### config.mk
export PLATFORM = sky130hd
export DESIGN_NAME = risc16_prog_loader_flat
export DESIGN_NICKNAME = d
export VERILOG_FILES = /design/src/rtl/risc16_prog_loader_if.sv /design/src/rtl/risc16_prog_loader.sv /design/src/flat_wrapper.sv
export SDC_FILE = /design/constraint.sdc
export NUM_CORES = 1
export LEC_CHECK = 0
export ABC_AREA = 0
export ABC_CLOCK_PERIOD_IN_PS = 3000
export BUFFER_PORTS_ARGS = -buffer_cell sky130_fd_sc_hd__buf_2
export CORE_AREA = 2 2 69 120
export DETAILED_ROUTE_END_ITERATION = 8
export DIE_AREA = 0 0 71 122
export PLACE_DENSITY = 0.78
export SETUP_SLACK_MARGIN = 0.3
export SYNTH_ARGS = -nofsm -noshare
export SYNTH_HDL_FRONTEND = slang
export SYNTH_SLANG_ARGS = --single-unit
### constraint.sdc
create_clock -name clk -period 3 [get_ports clk]
set_input_delay 0.3 -clock clk [delete_from_list [all_inputs] [get_ports clk]]
set_output_delay 0.3 -clock clk [all_outputs]
set_load 0.1 [all_outputs]
### src/rtl/risc16_prog_loader_if.sv
// Byte-stream handshake into the Risc16 program loader.
// Latency: none (wires only).
// Backpressure: the loader (slave) drives in_ready; a byte moves when in_valid & in_ready.
interface risc16_prog_loader_if;
  logic       in_valid;
  logic [7:0] in_data;
  logic       in_ready;

  modport master (output in_valid, output in_data, input in_ready);
  modport slave  (input in_valid, input in_data, output in_ready);
endinterface

### src/rtl/risc16_prog_loader.sv
// Loads a framed, checksummed byte stream into Risc16 instruction memory, holding the core until done.
// Latency: each word is written one clock after its low byte is accepted; done/error one clock after CSUM.
// Backpressure: in_ready depends only on state; up to one byte per cycle, no stall around memory writes.
module risc16_prog_loader #(
  parameter int ADDR_W = 8
) (
  input  logic                 clk,
  input  logic                 rst_n,
  input  logic                 start,
  risc16_prog_loader_if.slave  s_in,
  output logic                 imem_we,
  output logic [ADDR_W-1:0]    imem_addr,
  output logic [15:0]          imem_wdata,
  output logic                 cpu_hold,
  output logic                 busy,
  output logic                 done,
  output logic                 error,
  output logic [ADDR_W:0]      words_loaded
);

  typedef enum logic [2:0] {
    IDLE    = 3'd0,
    LEN_HI  = 3'd1,
    LEN_LO  = 3'd2,
    DATA_HI = 3'd3,
    DATA_LO = 3'd4,
    CSUM    = 3'd5,
    DONE    = 3'd6,
    ERR     = 3'd7
  } state_t;

  // Largest legal image: exactly fills the instruction memory.
  localparam logic [16:0] MAX_LEN = 17'(1) << ADDR_W;

  state_t              state_q, state_d;
  logic [15:0]         len_q, len_d;
  logic [7:0]          hi_q, hi_d;
  logic [7:0]          csum_q, csum_d;
  logic [ADDR_W:0]     wl_q, wl_d;
  logic                we_q, we_d;
  logic [ADDR_W-1:0]   addr_q, addr_d;
  logic [15:0]         wdata_q, wdata_d;
  logic                hold_q, hold_d;
  logic                err_q, err_d;

  logic                in_ready_c;
  logic                busy_c;
  logic                done_c;
  logic                accept;
  logic [15:0]         len_full;
  logic                oversize;
  logic                len_zero;
  logic                last_word;
  logic                csum_ok;

  assign accept    = s_in.in_valid & in_ready_c;
  // Length as it will be once the LEN_LO byte lands.
  assign len_full  = {len_q[15:8], s_in.in_data};
  assign oversize  = {1'b0, len_full} > MAX_LEN;
  assign len_zero  = (len_full == 16'd0);
  // The word being completed now is the final one of the image.
  assign last_word = (17'(wl_q) + 17'd1) == {1'b0, len_q};
  // Checksum byte equals the XOR of all previous bytes when the running XOR cancels.
  assign csum_ok   = ((csum_q ^ s_in.in_data) == 8'h00);

  // State register.
  always_ff @(posedge clk or negedge rst_n) begin
    if (!rst_n) state_q <= IDLE;
    else        state_q <= state_d;
  end

  // Next-state decode: frame parsing sequence.
  always_comb begin
    state_d = state_q;
    case (state_q)
      IDLE:    if (start)  state_d = LEN_HI;
      LEN_HI:  if (accept) state_d = LEN_LO;
      LEN_LO:  if (accept) state_d = oversize ? ERR : (len_zero ? CSUM : DATA_HI);
      DATA_HI: if (accept) state_d = DATA_LO;
      DATA_LO: if (accept) state_d = last_word ? CSUM : DATA_HI;
      CSUM:    if (accept) state_d = csum_ok ? DONE : ERR;
      DONE:    state_d = IDLE;
      ERR:     state_d = IDLE;
      default: state_d = IDLE;
    endcase
  end

  // Output decode: stream ready and status strobes straight from state.
  always_comb begin
    in_ready_c = 1'b0;
    busy_c     = 1'b0;
    done_c     = 1'b0;
    case (state_q)
      LEN_HI, LEN_LO, DATA_HI, DATA_LO, CSUM: begin
        in_ready_c = 1'b1;
        busy_c     = 1'b1;
      end
      DONE:    done_c = 1'b1;
      default: ;
    endcase
  end

  // Datapath next values: length, byte staging, checksum, write port, status flags.
  always_comb begin
    len_d   = len_q;
    hi_d    = hi_q;
    csum_d  = csum_q;
    wl_d    = wl_q;
    we_d    = 1'b0;
    addr_d  = addr_q;
    wdata_d = wdata_q;
    hold_d  = hold_q;
    err_d   = err_q;

    // A new load re-stalls the core and wipes the previous result.
    if (state_q == IDLE && start) begin
      len_d  = 16'd0;
      csum_d = 8'h00;
      wl_d   = '0;
      err_d  = 1'b0;
      hold_d = 1'b1;
    end

    if (accept) begin
      csum_d = csum_q ^ s_in.in_data;
      case (state_q)
        LEN_HI:  len_d[15:8] = s_in.in_data;
        LEN_LO:  len_d[7:0]  = s_in.in_data;
        DATA_HI: hi_d        = s_in.in_data;
        DATA_LO: begin
          // Word index equals the count written so far; the count moves with the write.
          we_d    = 1'b1;
          addr_d  = wl_q[ADDR_W-1:0];
          wdata_d = {hi_q, s_in.in_data};
          wl_d    = wl_q + 1'b1;
        end
        default: ;
      endcase
    end

    if (state_d == ERR)  err_d  = 1'b1;
    if (state_d == DONE) hold_d = 1'b0;
  end

  // Datapath registers; the core is held from reset until a good image lands.
  always_ff @(posedge clk or negedge rst_n) begin
    if (!rst_n) begin
      len_q   <= '0;
      hi_q    <= '0;
      csum_q  <= '0;
      wl_q    <= '0;
      we_q    <= 1'b0;
      addr_q  <= '0;
      wdata_q <= '0;
      hold_q  <= 1'b1;
      err_q   <= 1'b0;
    end else begin
      len_q   <= len_d;
      hi_q    <= hi_d;
      csum_q  <= csum_d;
      wl_q    <= wl_d;
      we_q    <= we_d;
      addr_q  <= addr_d;
      wdata_q <= wdata_d;
      hold_q  <= hold_d;
      err_q   <= err_d;
    end
  end

  assign s_in.in_ready = in_ready_c;
  assign busy          = busy_c;
  assign done          = done_c;
  assign imem_we       = we_q;
  assign imem_addr     = addr_q;
  assign imem_wdata    = wdata_q;
  assign cpu_hold      = hold_q;
  assign error         = err_q;
  assign words_loaded  = wl_q;

endmodule

### src/flat_wrapper.sv
// flat-port wrapper written by rule: the top's interface ports become plain ports
module risc16_prog_loader_flat 
#(
  parameter int ADDR_W = 8
)
  (clk, rst_n, start, imem_we, imem_addr, imem_wdata, cpu_hold, busy, done, error, words_loaded, s_in_in_valid, s_in_in_data, s_in_in_ready);
  risc16_prog_loader_if s_in_i ();
  input  logic clk;
  input  logic rst_n;
  input  logic start;
  output logic imem_we;
  output logic [ADDR_W-1:0] imem_addr;
  output logic [15:0] imem_wdata;
  output logic cpu_hold;
  output logic busy;
  output logic done;
  output logic error;
  output logic [ADDR_W:0] words_loaded;
  input wire logic [$bits(s_in_i.in_valid)-1:0] s_in_in_valid;
  input wire logic [$bits(s_in_i.in_data)-1:0] s_in_in_data;
  output wire logic [$bits(s_in_i.in_ready)-1:0] s_in_in_ready;
  assign s_in_i.in_valid = s_in_in_valid;
  assign s_in_i.in_data = s_in_in_data;
  assign s_in_in_ready = s_in_i.in_ready;
  risc16_prog_loader #(.ADDR_W(ADDR_W)) u_core (.clk(clk), .rst_n(rst_n), .start(start), .s_in(s_in_i), .imem_we(imem_we), .imem_addr(imem_addr), .imem_wdata(imem_wdata), .cpu_hold(cpu_hold), .busy(busy), .done(done), .error(error), .words_loaded(words_loaded));
endmodule
After elaboration in Yosys (flattened, before gate mapping)
Index checks and enable logic that the tools add are counted.

operators by class
  bitwise operators = 2
  reductions and logical operators = 11
  $lt $le $gt $ge = 1
  eq/ne operators = 10
  mux-type cells = 28
  add/sub/neg operators = 2

operators with widths
  cell                  count
  $mux 16               2
  $mux 8                4
  $mux 3                9
  $mux 9                3
  $pmux 3 s7            1
  $eq 3x3->1 const B    6
  $eq 17x16->1          1
  $gt 16x9->1 const B   1
  $logic_not 16->1      1
  $add 9x1->10 const B  1
  $add 9x1->9 const B   1
  $mux 1                9
  $logic_not 8->1       1
  $xor 8x8->8           1
  $eq 3x2->1 const B    2
  $reduce_bool 2->1     3
  $reduce_or 5->1       1
  $reduce_and 2->1      2
  $eq 3x1->1 const B    1
  $logic_not 3->1       1
  $reduce_or 2->1       1
  $and 1x1->1           1
  $logic_and 1x1->1     1

storage, ports and cells
  bits of input ports = 12
  bits in registers = 71
  logic and storage cells = 64

Longest topological paths before layout
  depth after elaboration = 8
  gate-level depth with buffers = 9

Least setup slack after synthesis
OpenSTA, ideal clock, no wires.

  kind = register to register
  start point = register u_core.state_q[0]
  end point = register u_core.csum_q[0]
  buffers on the path = 1
  stages on the path, launching flop included = 8
  slack = -0.300 ns
  clock period less this slack = 3.300 ns
  arrival time = 3.182 ns
  cell sequence = dfrtp_1 > clkbuf_1 > nor3_1 > a21oi_1 > nand2_1 > nand2_1 > o21ai_0 > a21o_1

between the ends
  cells in the longest elaborated chain, start to end = 5
  elaborated cells between the ends (all ways) = 12

RTL lines
  item                                                line                       RTL
  start: declaration                                  risc16_prog_loader.sv:35   state_t state_q, state_d;
  start signal: assignment                            risc16_prog_loader.sv:69   else state_q <= state_d;
  $eq 3x1->1 (tied with other cells)                  n/a
  $reduce_or 5->1 *                                   n/a
  $mux 1 *                                            n/a
  via busy                                            flat_wrapper.sv:15         output logic busy;
  $and 1x1->1 *                                       risc16_prog_loader.sv:56   assign accept = s_in.in_valid & in_ready_c;
  $mux 8 / $reduce_bool 2->1 (equally long branches)  n/a
  end signal: assignment                              risc16_prog_loader.sv:160  csum_q <= csum_d;
  end: declaration                                    risc16_prog_loader.sv:38   logic [7:0] csum_q, csum_d;

The timed path passes the listed nets; every way through them passes the cells marked *.
A chain may end at the register's enable or synchronous reset.

Worst setup path in the final report
  start point = register u_core.wl_q[0] (netlist: u_core.words_loaded[0])
  end point = register u_core.err_q (netlist: u_core.error)

between the ends
  cells in the longest elaborated chain, start to end = 7
  elaborated cells between the ends (all ways) = 8

RTL lines
  item                                                line                       RTL
  start: declaration                                  risc16_prog_loader.sv:39   logic [ADDR_W:0] wl_q, wl_d;
  start signal: assignment                            risc16_prog_loader.sv:161  wl_q <= wl_d;
  $add 9x1->10 *                                      risc16_prog_loader.sv:62   assign last_word = (17'(wl_q) + 17'd1) == {1'b0, len_q};
  $eq 17x16->1 *                                      risc16_prog_loader.sv:62
  $mux 3 * (2 in a row)                               risc16_prog_loader.sv:80   DATA_LO: if (accept) state_d = last_word ? CSUM : DATA_HI;
  $pmux 3 s7 *                                        risc16_prog_loader.sv:75   case (state_q)
  $eq 3x3->1 *                                        risc16_prog_loader.sv:141  if (state_d == ERR) err_d = 1'b1;
  $mux 1 / $reduce_bool 2->1 (equally long branches)  n/a
  end signal: assignment                              risc16_prog_loader.sv:166  err_q <= err_d;
  end: declaration                                    risc16_prog_loader.sv:44   logic err_q, err_d;

Mark *: on every way between the ends. The rest lies on a longest branch, timed or not.

==> flow_summary_export.csv <==
group,metric,value,unit
run_status,status,"completed",
sta,tightest_slew,0.8192,ns
route,drt_iter0_markers,263,
synthesis,netlist.area_leader.share,49.88,%
worst_setup_path,worst-setup-path-type,"reg2reg",
floorplan,die_x,71,µm
cts,cts_root_buffer,"clkbuf_16",
route,first_pass_iters,4,
synthesis,yosysMostFrequentCell,"nand2_1",
synthesis,synth_edf_count,0,
cts,hold_buffers,0,
worst_setup_path,reg2reg_to,"u_core.error",
worst_setup_path,r2r_cells,7,
synthesis,synth_compound_area_share,14.61,%
sta,final_hold_viol_count,0,
power_and_ir_drop,pwr_density_cell,1240,nW/µm²
min_path,hold_class,"in2async",
worst_setup_path,r2r_start,"u_core.words_loaded[0]",
cts,cts_setup_buffers,0,
run,drv_cap,0,
cts,clkTransAtPathRegs,0.06,ns
synthesis,post_synth.cell_area_avg,9.194,µm²
floorplan,dieArea,8662,µm²
layout,antenna_cells,0,
sta,setup_violations,0,
worst_setup_path,crit_fanout,12,
placement,place_area,3782,µm²
synthesis,synthMuxAreaShare,2.565,%
worst_setup_path,start_kind,"register",
floorplan,die_h,122,µm
power_and_ir_drop,ir_drop,0.9102,mV
layout,finish.instance_area,4063,µm²
synthesis,synthTopCellsByArea,"dfrtp_1 (50%), nand2_1 (11%), o21ai_0 (4.1%)",
layout,final_layout_size_suffix_gt1_share,20.47,%
cts,cts_made_buffers,9,
cts,cts_tree,"built",
power_and_ir_drop,leakage,2.043,nW
cts,cts.htree.levels,3,
layout,area_delta_synth_final,15.68,%
placement,port_buffers,50,
synthesis,synth_top_family_by_area,"simple AND/OR/NAND/NOR gates",
global_routing,grt_first_pass_wirelength,13.92,mm
floorplan,io-pin-count,51,
global_routing,grt_overflow,0,
worst_setup_path,worstPathArrival,2.54,ns
route,ant_nets,0,
worst_setup_path,worst-endpoint-required,3.23,ns
synthesis,ys_seq_elements,71,
sta,skew,0.003914,ns
route,wirelength,8.250,mm
synthesis,async_flop_share,100.0,%
floorplan,start_util,45.02,%
synthesis,yosysUniqueCellTypes,47,
global_routing,first_global_vias,2906,
sta,slew_headroom,45.19,%
synthesis,synth_xor_xnor_area_share,4.738,%
cts,clkLatencyLatePin,0.33,ns
layout,final_nets,434,
route,drc,0,
synthesis,syn_nets,395,
cts,clock_sinks,71,
floorplan,core-area,7801,µm²
synthesis,synthCells,382,
synthesis,syn_area,3512,µm²
route,viasPerCell,5.701,
route,routedWlPerCell,16.02,µm
synthesis,ys_warn_count,0,
worst_setup_path,r2r_slack,0.68,ns
cts,clock_path_buffers,2,
synthesis,netlist_top_cells_count,"nand2_1 (103), dfrtp_1 (70), o21ai_0 (29)",
synthesis,synth_adder_area_share,0.3563,%
synthesis,ys_seq_area_share,50.62,%
global_routing,grt_max_degree,37,
floorplan,rows,43,
sta,max_freq,431.8,MHz
sta,rsz0062_at_grt,"no",
sta,finalMaxSlewViolations,0,
sta,min_period,2.316,ns
placement,place.gp.congestion,0.9101,
synthesis,ys.flop_type,"dfrtp_1",
cts,ctsResizeCount,0,
global_routing,grt_usage,20.82,%
worst_setup_path,end_kind,"register",
sta,tns,0,ns
route,via_count,2936,
global_routing,antenna_found_initial,0,
synthesis,synth_top_area_cell,"dfrtp_1",
placement,hpwlAfterDp,5.751,mm
synthesis,yosys.area_share.simple,22.76,%
sta,fin_crit_sh,77.20,%
## worst max-delay path by stage
stage                                      start            to  cells past startpoint
after floorplan           u_core.words_loaded[1]  u_core.error                      7
after global placement    u_core.words_loaded[0]  u_core.error                      7
after detailed placement  u_core.words_loaded[0]  u_core.error                      7
after CTS                 u_core.words_loaded[0]  u_core.error                      7
after global routing      u_core.words_loaded[0]  u_core.error                      7
final                     u_core.words_loaded[0]  u_core.error                      7
## final cells by class
cell class | instances | area (µm²)
repair buffers | 54 | 280.3
flip-flops and latches | 71 | 1778
clock buffers | 11 | 232.7
fillers | 676 | 3739
multi-input cells | 278 | 1585
well taps | 90 | 112.6
inverters | 7 | 26.28
clock inverters | 4 | 47.55
## routing by layer
metal	wire length, µm	track usage (%)	vias up
met2	4322	35.69	92
met1	3273	23.81	1437
li1	-	-	1383
met3	377	4.384	24
met4	275	11.67	0
met5	0	0	-
## cells by family (layout without fill, tap and decap cells)
| family | after synthesis | count (layout) |
|---|---|---|
| AOI/OAI and AO/OA | 78 | 78 |
| xor gates and xnor gates | 19 | 19 |
| and+or+nand+nor | 172 | 172 |
| DFF | 71 | 71 |
| buffers and inverters | 33 | 76 |
| adders and majority gates | 1 | 1 |
| muxes | 8 | 8 |
## critical path, cell delays in order, from the launching register on
cell and delay, ns:
dfrtp_1 0.55, ha_1 0.36, nand2_1 0.16, xnor2_1 0.16, a21boi_0 0.25, nor4_1 0.14
a31o_4 0.26, o41ai_1 0.33
## layout by cell type, fill, tap and decap left out, drive strengths merged, types with 3 or more instances in the layout
cell,count
a21oi,9
inv,7
mux2,8
or3,3
dfrtp,70
nor3b,7
o41ai,3
nand2b,4
xor2,13
nor2,22
o21ai,31
clkbuf,11
a22o,9
nand2,103
a21o,6
a31oi,8
buf,54
xnor2,6
nor4,6
and2,3
nand3,6
nor3,7
and3,4
## registers in the layout (all words and copies together) (netlist names)
signal / flops
u_core.imem_addr: 8
u_core.hi_q: 8
u_core.state_q: 3
u_core.len_q: 16
u_core.csum_q: 8
u_core.words_loaded: 9
u_core.imem_we: 1
u_core.cpu_hold: 1
u_core.error: 1
u_core.imem_wdata: 16
## metrics by stage
| step | setup slack (ns) | hold slack (ns) | util, % | power [mW] | std cells |
|---|---|---|---|---|---|
| after floorplan | 0.3356 | 0.004409 | - | 3.613 | 382 |
| after global placement | 0.8281 | 0.4060 | 48.48 | 3.969 | 500 |
| after detailed placement | 0.7381 | 0.4166 | 48.48 | 4.026 | 500 |
| after CTS | 0.7275 | 0.05757 | 52.08 | 5.054 | 515 |
| after global routing | 0.4133 | 0.1055 | 52.08 | 5.300 | 515 |
| final | 0.6839 | 0.03379 | 52.08 | 5.039 | 515 |
## power breakdown
part / total, mW / internal [mW] / switching (mW) / leakage, nW
Combinational: 2.42 / 0.589 / 1.83 / 0.984
Sequential: 1.60 / 1.31 / 0.295 / 0.923
Clock: 1.02 / 0.636 / 0.385 / 0.135
Total: 5.04 / 2.53 / 2.51 / 2.04
No activity file was read; power rests on OpenSTA's default activity.
